==> config.mk <==
export PLATFORM = sky130hd
export DESIGN_NAME = id_ex_stage
export DESIGN_NICKNAME = d
export VERILOG_FILES = /design/src/rtl/id_pkg.sv /design/src/rtl/id_decode.sv /design/src/rtl/id_ex_stage.sv
export SDC_FILE = /design/constraint.sdc
export NUM_CORES = 1
export LEC_CHECK = 0
export ABC_CLOCK_PERIOD_IN_PS = 3900
export BUFFER_PORTS_ARGS = -buffer_cell sky130_fd_sc_hd__clkbuf_2
export CELL_PAD_IN_SITES_DETAIL_PLACEMENT = 1
export CELL_PAD_IN_SITES_GLOBAL_PLACEMENT = 1
export CORE_MARGIN = 5
export CORE_UTILIZATION = 34
export DETAILED_ROUTE_END_ITERATION = 6
export PLACE_DENSITY = 0.8
export SETUP_SLACK_MARGIN = 0.3
export SLEW_MARGIN = 40
export SYNTH_ARGS = -nofsm -noshare
export SYNTH_HDL_FRONTEND = slang
export SYNTH_HIERARCHICAL = 1
export SYNTH_SLANG_ARGS = --single-unit
export TNS_END_PERCENT = 5
==> constraint.sdc <==
create_clock -name clk -period 3.9 [get_ports clk]
set_input_delay 0.975 -clock clk [delete_from_list [all_inputs] [get_ports clk]]
set_output_delay 0.975 -clock clk [all_outputs]
set_load 0.05 [all_outputs]
==> src/rtl/id_pkg.sv <==
// Shared decode constants and payload types for the RV32I ID/EX stage.
package id_pkg;

    localparam int unsigned ID_XLEN = 32;
    localparam int unsigned ID_RA_W = 5;

    localparam logic [6:0] OPC_OP_IMM = 7'b0010011;
    localparam logic [6:0] OPC_OP     = 7'b0110011;
    localparam logic [6:0] OPC_LUI    = 7'b0110111;
    localparam logic [6:0] OPC_AUIPC  = 7'b0010111;
    localparam logic [6:0] OPC_LOAD   = 7'b0000011;
    localparam logic [6:0] OPC_STORE  = 7'b0100011;
    localparam logic [6:0] OPC_BRANCH = 7'b1100011;
    localparam logic [6:0] OPC_JAL    = 7'b1101111;
    localparam logic [6:0] OPC_JALR   = 7'b1100111;

    localparam logic [2:0] F3_ADD  = 3'b000;
    localparam logic [2:0] F3_SLL  = 3'b001;
    localparam logic [2:0] F3_SLT  = 3'b010;
    localparam logic [2:0] F3_SLTU = 3'b011;
    localparam logic [2:0] F3_SRL  = 3'b101;

    localparam logic [6:0] F7_BASE   = 7'b0000000;
    localparam logic [6:0] F7_ALT    = 7'b0100000;
    localparam logic [6:0] F7_MULDIV = 7'b0000001;

    typedef enum logic [2:0] {
        IMM_NONE,
        IMM_I,
        IMM_S,
        IMM_B,
        IMM_U,
        IMM_J,
        IMM_SH
    } imm_type_e;

    typedef enum logic [1:0] {
        SRC1_RS,
        SRC1_PC,
        SRC1_ZERO
    } src1_e;

    typedef struct packed {
        logic [6:0]         aluop;
        logic [2:0]         alusel;
        logic [6:0]         aluc;
        logic [ID_XLEN-1:0] imm;
        src1_e              src1;
        logic               reg2_rs;
        logic               use_rs1;
        logic               use_rs2;
        logic               wreg;
        logic               wmem;
        logic               rmem;
        logic               illegal;
    } id_ctrl_t;

    typedef struct packed {
        logic [ID_XLEN-1:0] pc;
        logic [6:0]         aluop;
        logic [2:0]         alusel;
        logic [6:0]         aluc;
        logic [ID_XLEN-1:0] reg1;
        logic [ID_XLEN-1:0] reg2;
        logic [ID_XLEN-1:0] imm;
        logic [ID_RA_W-1:0] wd;
        logic               wreg;
        logic               wmem;
        logic               rmem;
        logic               illegal;
    } id_ex_t;

endpackage

==> src/rtl/id_decode.sv <==
// Pure combinational RV32I instruction decoder (inst -> control + immediate).
// ID_MULDIV_EN: accept RV32M encodings (OP with funct7=0000001).
module id_decode
    import id_pkg::*;
(
    input  logic [31:0] inst_i,
    output id_ctrl_t    ctrl_o
);

    logic [6:0] opc;
    logic [6:0] f7;
    logic [2:0] f3;
    logic       muldiv_ok;
    imm_type_e  imm_type;

    always_comb begin
        opc       = inst_i[6:0];
        f3        = inst_i[14:12];
        f7        = inst_i[31:25];
`ifdef ID_MULDIV_EN
        muldiv_ok = (f7 == F7_MULDIV);
`else
        muldiv_ok = 1'b0;
`endif
        imm_type       = IMM_NONE;
        ctrl_o         = '0;
        ctrl_o.aluop   = opc;
        ctrl_o.alusel  = f3;
        ctrl_o.src1    = SRC1_RS;

        case (opc)
            OPC_OP_IMM: begin
                ctrl_o.use_rs1 = 1'b1;
                ctrl_o.wreg    = 1'b1;
                if (f3 == F3_SLL || f3 == F3_SRL) begin
                    imm_type    = IMM_SH;
                    ctrl_o.aluc = f7;
                end else begin
                    imm_type = IMM_I;
                end
            end
            OPC_OP: begin
                ctrl_o.use_rs1 = 1'b1;
                ctrl_o.use_rs2 = 1'b1;
                ctrl_o.reg2_rs = 1'b1;
                ctrl_o.wreg    = 1'b1;
                ctrl_o.aluc    = f7;
                if (!((f7 == F7_BASE) ||
                      (f7 == F7_ALT && (f3 == F3_ADD || f3 == F3_SRL)) ||
                      muldiv_ok))
                    ctrl_o.illegal = 1'b1;
            end
            OPC_LUI: begin
                ctrl_o.src1 = SRC1_ZERO;
                ctrl_o.wreg = 1'b1;
                imm_type    = IMM_U;
            end
            OPC_AUIPC: begin
                ctrl_o.src1 = SRC1_PC;
                ctrl_o.wreg = 1'b1;
                imm_type    = IMM_U;
            end
            OPC_LOAD: begin
                ctrl_o.use_rs1 = 1'b1;
                ctrl_o.wreg    = 1'b1;
                ctrl_o.rmem    = 1'b1;
                imm_type       = IMM_I;
                if (!(f3 inside {3'b000, 3'b001, 3'b010, 3'b100, 3'b101}))
                    ctrl_o.illegal = 1'b1;
            end
            OPC_STORE: begin
                ctrl_o.use_rs1 = 1'b1;
                ctrl_o.use_rs2 = 1'b1;
                ctrl_o.reg2_rs = 1'b1;
                ctrl_o.wmem    = 1'b1;
                imm_type       = IMM_S;
                if (!(f3 inside {3'b000, 3'b001, 3'b010}))
                    ctrl_o.illegal = 1'b1;
            end
            OPC_BRANCH: begin
                ctrl_o.use_rs1 = 1'b1;
                ctrl_o.use_rs2 = 1'b1;
                ctrl_o.reg2_rs = 1'b1;
                imm_type       = IMM_B;
                if (f3 == F3_SLT || f3 == F3_SLTU)
                    ctrl_o.illegal = 1'b1;
            end
            OPC_JAL: begin
                ctrl_o.src1 = SRC1_PC;
                ctrl_o.wreg = 1'b1;
                imm_type    = IMM_J;
            end
            OPC_JALR: begin
                ctrl_o.use_rs1 = 1'b1;
                ctrl_o.wreg    = 1'b1;
                imm_type       = IMM_I;
            end
            default: ctrl_o.illegal = 1'b1;
        endcase

        // An illegal instruction must not touch state or stall the pipe.
        if (ctrl_o.illegal) begin
            ctrl_o.wreg    = 1'b0;
            ctrl_o.wmem    = 1'b0;
            ctrl_o.rmem    = 1'b0;
            ctrl_o.use_rs1 = 1'b0;
            ctrl_o.use_rs2 = 1'b0;
            ctrl_o.reg2_rs = 1'b0;
            ctrl_o.src1    = SRC1_ZERO;
            ctrl_o.aluc    = '0;
            imm_type       = IMM_NONE;
        end
        if (inst_i[11:7] == 5'd0)
            ctrl_o.wreg = 1'b0;

        case (imm_type)
            IMM_I:   ctrl_o.imm = {{20{inst_i[31]}}, inst_i[31:20]};
            IMM_S:   ctrl_o.imm = {{20{inst_i[31]}}, inst_i[31:25], inst_i[11:7]};
            IMM_B:   ctrl_o.imm = {{19{inst_i[31]}}, inst_i[31], inst_i[7], inst_i[30:25],
                                   inst_i[11:8], 1'b0};
            IMM_U:   ctrl_o.imm = {inst_i[31:12], 12'b0};
            IMM_J:   ctrl_o.imm = {{11{inst_i[31]}}, inst_i[31], inst_i[19:12], inst_i[20],
                                   inst_i[30:21], 1'b0};
            IMM_SH:  ctrl_o.imm = {27'b0, inst_i[24:20]};
            default: ctrl_o.imm = '0;
        endcase
    end

endmodule

==> src/rtl/id_ex_stage.sv <==
// RV32I decode stage: operand forwarding, load-use stall and the ID/EX register.
// ID_MULDIV_EN (in id_decode) enables RV32M decode.
module id_ex_stage
    import id_pkg::*;
#(
    parameter int unsigned XLEN    = ID_XLEN,
    parameter int unsigned NUM_FWD = 2,
    parameter int unsigned RA_W    = ID_RA_W
) (
    input  logic                    clk,
    input  logic                    rst_n,
    input  logic                    flush_i,
    input  logic                    in_valid_i,
    output logic                    in_ready_o,
    input  logic [XLEN-1:0]         pc_i,
    input  logic [31:0]             inst_i,
    output logic [RA_W-1:0]         rs1_addr_o,
    output logic [RA_W-1:0]         rs2_addr_o,
    input  logic [XLEN-1:0]         rs1_data_i,
    input  logic [XLEN-1:0]         rs2_data_i,
    input  logic [NUM_FWD-1:0]      fwd_wreg_i,
    input  logic [NUM_FWD*RA_W-1:0] fwd_wd_i,
    input  logic [NUM_FWD*XLEN-1:0] fwd_wdata_i,
    input  logic                    ex_rmem_i,
    input  logic [RA_W-1:0]         ex_wd_i,
    output logic                    out_valid_o,
    input  logic                    out_ready_i,
    output logic [XLEN-1:0]         pc_o,
    output logic [6:0]              aluop_o,
    output logic [2:0]              alusel_o,
    output logic [6:0]              aluc_o,
    output logic [XLEN-1:0]         reg1_o,
    output logic [XLEN-1:0]         reg2_o,
    output logic [XLEN-1:0]         imm_o,
    output logic [RA_W-1:0]         wd_o,
    output logic                    wreg_o,
    output logic                    wmem_o,
    output logic                    rmem_o,
    output logic                    illegal_o
);

    id_ctrl_t        ctrl;
    id_ex_t          ex_d, ex_q;
    logic            valid_d, valid_q;
    logic [RA_W-1:0] rs1_addr, rs2_addr;
    logic [XLEN-1:0] rs1_val, rs2_val;
    logic [XLEN-1:0] chain1 [NUM_FWD+1];
    logic [XLEN-1:0] chain2 [NUM_FWD+1];
    logic            hazard, accept;

    id_decode u_decode (
        .inst_i (inst_i),
        .ctrl_o (ctrl)
    );

    assign rs1_addr   = inst_i[19:15];
    assign rs2_addr   = inst_i[24:20];
    assign rs1_addr_o = rs1_addr;
    assign rs2_addr_o = rs2_addr;

    // Priority chain from the oldest source down so the youngest match wins.
    assign chain1[NUM_FWD] = rs1_data_i;
    assign chain2[NUM_FWD] = rs2_data_i;
    for (genvar k = 0; k < NUM_FWD; k++) begin : g_fwd
        assign chain1[k] = (fwd_wreg_i[k] && fwd_wd_i[k*RA_W +: RA_W] == rs1_addr)
                           ? fwd_wdata_i[k*XLEN +: XLEN] : chain1[k+1];
        assign chain2[k] = (fwd_wreg_i[k] && fwd_wd_i[k*RA_W +: RA_W] == rs2_addr)
                           ? fwd_wdata_i[k*XLEN +: XLEN] : chain2[k+1];
    end
    assign rs1_val = (rs1_addr == '0) ? '0 : chain1[0];
    assign rs2_val = (rs2_addr == '0) ? '0 : chain2[0];

    assign hazard = in_valid_i && ex_rmem_i && (ex_wd_i != '0) &&
                    ((ctrl.use_rs1 && rs1_addr == ex_wd_i) ||
                     (ctrl.use_rs2 && rs2_addr == ex_wd_i));
    assign in_ready_o = !hazard && (!valid_q || out_ready_i);
    assign accept     = in_valid_i && in_ready_o;

    always_comb begin
        ex_d    = ex_q;
        valid_d = valid_q;
        if (flush_i) begin
            valid_d = 1'b0;
        end else if (accept) begin
            valid_d    = 1'b1;
            ex_d.pc    = pc_i;
            ex_d.aluop = ctrl.aluop;
            ex_d.alusel = ctrl.alusel;
            ex_d.aluc  = ctrl.aluc;
            case (ctrl.src1)
                SRC1_RS: ex_d.reg1 = rs1_val;
                SRC1_PC: ex_d.reg1 = pc_i;
                default: ex_d.reg1 = '0;
            endcase
            ex_d.reg2    = ctrl.reg2_rs ? rs2_val : ctrl.imm;
            ex_d.imm     = ctrl.imm;
            ex_d.wd      = inst_i[11:7];
            ex_d.wreg    = ctrl.wreg;
            ex_d.wmem    = ctrl.wmem;
            ex_d.rmem    = ctrl.rmem;
            ex_d.illegal = ctrl.illegal;
        end else if (out_ready_i) begin
            valid_d = 1'b0;
        end
    end

    always_ff @(posedge clk) begin
        if (!rst_n) begin
            ex_q    <= '0;
            valid_q <= 1'b0;
        end else begin
            ex_q    <= ex_d;
            valid_q <= valid_d;
        end
    end

    assign out_valid_o = valid_q;
    assign pc_o        = ex_q.pc;
    assign aluop_o     = ex_q.aluop;
    assign alusel_o    = ex_q.alusel;
    assign aluc_o      = ex_q.aluc;
    assign reg1_o      = ex_q.reg1;
    assign reg2_o      = ex_q.reg2;
    assign imm_o       = ex_q.imm;
    assign wd_o        = ex_q.wd;
    assign wreg_o      = ex_q.wreg;
    assign wmem_o      = ex_q.wmem;
    assign rmem_o      = ex_q.rmem;
    assign illegal_o   = ex_q.illegal;

endmodule

## After elaboration in Yosys (flattened, before gate mapping)

Cells that the tools add are included.

- Register bits: 155
- Bits of input ports: 215
- Output and inout bits: 166
- Logic and storage cells: 112

- Eq/ne operators: 28
- Multiplexer cells: 30
- Bitwise gates (word level): 2
- Reduce and logical (&&, ||, !) cells: 39

Operators with widths:

| operator | number |
|---|---|
| $mux 32 | 7 |
| $pmux 32 s6 | 1 |
| $pmux 32 s2 | 1 |
| $eq 5x5->1 | 6 |
| $eq 7x6->1 const B | 4 |
| $eq 7x7->1 const B | 3 |
| $pmux 3 s6 | 1 |
| $eq 3x3->1 const B | 5 |
| $logic_not 5->1 | 3 |
| $eq 7x5->1 const B | 2 |
| $mux 7 | 2 |
| $pmux 7 s2 | 1 |
| $eq 3x2->1 const B | 4 |
| $logic_and 1x1->1 | 12 |
| $mux 1 | 12 |
| $reduce_bool 5->1 | 2 |
| $mux 8 | 1 |
| $reduce_or 2->1 | 4 |
| $eq 7x2->1 const B | 1 |
| $logic_not 7->1 | 1 |
| $reduce_or 7->1 | 1 |
| $eq 3x1->1 const B | 2 |
| $logic_or 1x1->1 | 6 |
| $mux 3 | 2 |
| 13 further kinds | 15 |

## Longest topological paths before layout

- Depth in word-level cells: 14
- Gate-level depth with buffers: 13
- Gate-level depth less buffers: 10

## By module

The synthesis kept the hierarchy.

By module, submodules not included:

| module | times used | cells an instance | area each (um2) | seq. area each (um2) |
|---|---|---|---|---|
| id_ex_stage | 1 | 966 | 7856.3 | 3103.0 |
| id_decode | 1 | 132 | 1038.5 | 0.0 |

## Worst setup path after synthesis

Ideal clock, no wire load.

- Kind: in2out
- From: in inst_i[2]
- To: out in_ready_o
- Data arrival time: 3114 ps
- Required time: 2925 ps
- Setup slack: -189 ps
- Stages: 8
- Path buffers: 0
- Path through: nand4bb_4 > or3_4 > a41o_1 > nand3_1 > a21oi_1 > nand2_1 > o22ai_1 > a31oi_1

RTL lines:

| what | line | text |
|---|---|---|
| start: declaration | id_ex_stage.sv:16 | `input logic [31:0] inst_i,` |
| end: declaration | id_ex_stage.sv:14 | `output logic in_ready_o,` |

==> impl_metrics.ini <==
[worst_hold_path]
min_path_type = flop to flop
min_path_cells = 2

[floorplanning]
dieArea_um2 = 29500
die_h_um = 171.7
die_w_um = 171.7
core_um2 = 25910
fp-row-count = 59
start_util_pct = 34.33
io_pins = 381

[global_route]
grt_pass1_vias = 10260
grt_start_max_net_pins = 91
grt-ovfl-total = 0
track_usage_pct = 26.66
antenna_found_initial = 2
grt_pass1_wl_mm = 60.88

[yosys]
synth-compound-area-share_pct = 31.79
synth_nets = 1313
yosysTopAreaCell = dfxtp_1
ys.flop_type = dfxtp_1
synth_warnings = 6
yosys-top-cells-area = dfxtp_1, nand2_1, a21boi_1
synthAdderAreaFrac_pct = 0
post_synth_inst_count = 1098
synth_xor_area_share_pct = 3.052
ys_async_sr_fraction_pct = 0
synth_seq_cells = 155
syn_area_um2 = 8895
ys_seq_area_share_pct = 34.89
synth_cell_types = 69
synth_top_family_by_area = compound AO/OA/AOI/OAI gates
synth_edf_count = 0
syn_avg_cell_area_um2 = 8.101
synth_top_area_share_pct = 34.89
synthSimpleGateAreaFrac_pct = 15.49
synthMuxAreaShare_pct = 6.977

[drt]
drtIter0Drc = 565
antenna_left = 0
vias = 9813
wire_per_inst_um = 22.63
first_pass_iters = 5
drc_errors = 0
routed_via_density = 5.422
wl_mm = 40.96

[clock_tree]
cts-root-buf = clkbuf_16
cts_tree = built
clk_pin_slew_worst_paths_ns = 0.06
cts_buffers = 17
clockBufferDepth = 2
htree_levels = 4
hold_buffers = 0
clkLatencyLatePin_ns = 0.43
cts_sinks = 155

[sta]
holdWs_ns = 0.4521
worst_slew_pin_slew_ns = 0.6786
drv_slew = 0
fmax_ghz = 0.2719
hold_viol = 0
fin_crit_sh_pct = 94.31
setup_viol = 0
max-slew-margin-rel_pct = 54.76
period_needed_ns = 3.678
skew_ns = 0.01131
rsz0062_at_grt = true
fin_ws_ns = 0.2217

[placed_design]
post-place-ws_ns = -0.04250
place_hpwl_mm = 31.20
place.gp.congestion = 0.9219
port_buffers = 380
dp_cells = 1760

[pwr]
vdd_drop_max_mv = 0.2288
powerDensity_nw_per_um2 = 362.2
p_sw_uw = 1428
p_int_uw = 2974
power_frac_comb_pct = 21.0
p_leak_uw = 0.005225
clockPowerShare_pct = 40.8
p_total_uw = 4402
p_sw_share_pct = 32.43
p_seq_share_pct = 38.2

[worst_setup_path]
path_class = primary input to output pin
path_buf_inv = 3
rr_worst_depth = 5
crit_required_ns = 2.92
crit_path_end_kind = output pin
cp.depth = 11
worstPathArrival_ns = 2.70
worstSetupStartpointType = primary input
path_delay_family = simple AND/OR/NAND/NOR gates
critPathMaxFanout = 7
cp_slowest_cell = or3_4
path_cells = clkbuf_8 -> or2b_4 -> or3_4 -> a41o_1 -> buf_4 -> nand3_4 -> a21oi_4 -> nand2_2 -> o22ai_4 -> a31oi_4 -> buf_8
cp_slowest_stage_delay_ns = 0.34

[layout]
final_cell_count_no_fill = 1810
final_cell_mix = clkbuf_2, nand2_1, dfxtp_1
final_common_cell = clkbuf_2
final_core_util_pct = 46.90
syn2layout_area_growth_pct = 36.63
drive_gt1_share_pct = 37.86
nets = 1677
n_fill_cell = 3227

[outcome]
outcome = finished clean

[job]
maxCapViolCount = 0
-- cell usage after synthesis, drive strengths merged (21+ instances only) --
library cell  number
a21boi            91
mux2i             62
dfxtp            155
o221a             32
clkbuf            52
a211o             30
o21ai            104
a21o              21
nor2              42
a21oi             97
nand2            191
buf               55
inv               36
-- logic make-up (layout without fill, tap and decap cells) --
family | Yosys count | in the layout
AO/OA/AOI/OAI | 409 | 409
XOR/XNOR | 31 | 31
buffers and inverters | 143 | 519
flip-flops | 155 | 155
multiplexers | 62 | 62
other | 0 | 1
AND/OR/NAND/NOR | 298 | 298
-- tightest hold or removal path, stage by stage (launching register included) --
cell	delay, ns
dfxtp_1	0.31
nand2_1	0.05
a21boi_1	0.05
-- cell type report --
cell class                 instances  area (um2)  area share [%]
antenna                            1       2.502         0.02059
clock buffer                      19       432.9           3.562
clock inverter                    12       163.9           1.349
inverter                          36       135.1           1.112
multi-input combinational        800        5233           43.06
sequential                       155        3103           25.53
tap                              335       419.2           3.449
timing repair buffer             452        2664           21.92
-- worst paths after layout --
path / slack (ns) / from / endpoint
worst max-delay path: 0.22 / inst_i[6] / in_ready_o
worst min-delay path: 0.45 / imm_o[20] / imm_o[20]
worst max register to register: 2.07 / out_valid_o / pc_o[19]
worst min register to register: 0.45 / imm_o[20] / imm_o[20]
-- registers in the layout, summed over array words and instances (netlist names) --
signal	count
imm_o	32
wmem_o	1
aluc_o	7
wd_o	5
reg1_o	32
out_valid_o	1
pc_o	32
alusel_o	3
wreg_o	1
reg2_o	32
rmem_o	1
illegal_o	1
aluop_o	7
-- per-stage QoR --
step / area, um2 / setup TNS [ns]
floorplan: 8916 / 0
global placement: 11230 / 0
detailed placement: 11270 / -0.1826
CTS: 12080 / 0
global route: 12150 / 0
finish: 12150 / 0
-- metal layers --
metal  GRT usage (%)  wire length (um)
met3           6.068              2721
met2           45.91             20320
met4           8.681              1093
met1           33.04             16790
met5               0                34
-- power by group through the flow --
| stage | Sequential [uW] | Combinational (uW) | Clock, uW |
|---|---|---|---|
| 4_1_cts | 1680 | 916 | 1830 |
| 3_5_place_dp | 1720 | 891 | 0 |
| 6_report | 1680 | 925 | 1790 |
| 3_3_place_gp | 1720 | 872 | 0 |
| 2_1_floorplan | 1940 | 322 | 0 |
| 5_1_grt | 1690 | 980 | 1910 |
-- what timing repair did --
item,4_1_cts,5_1_grt
buffers inserted,13,5
setup endpoints to repair,1,20
resized for setup,23,16
pin swaps,11,11
Note: power is estimated with default switching activity, not from simulation.
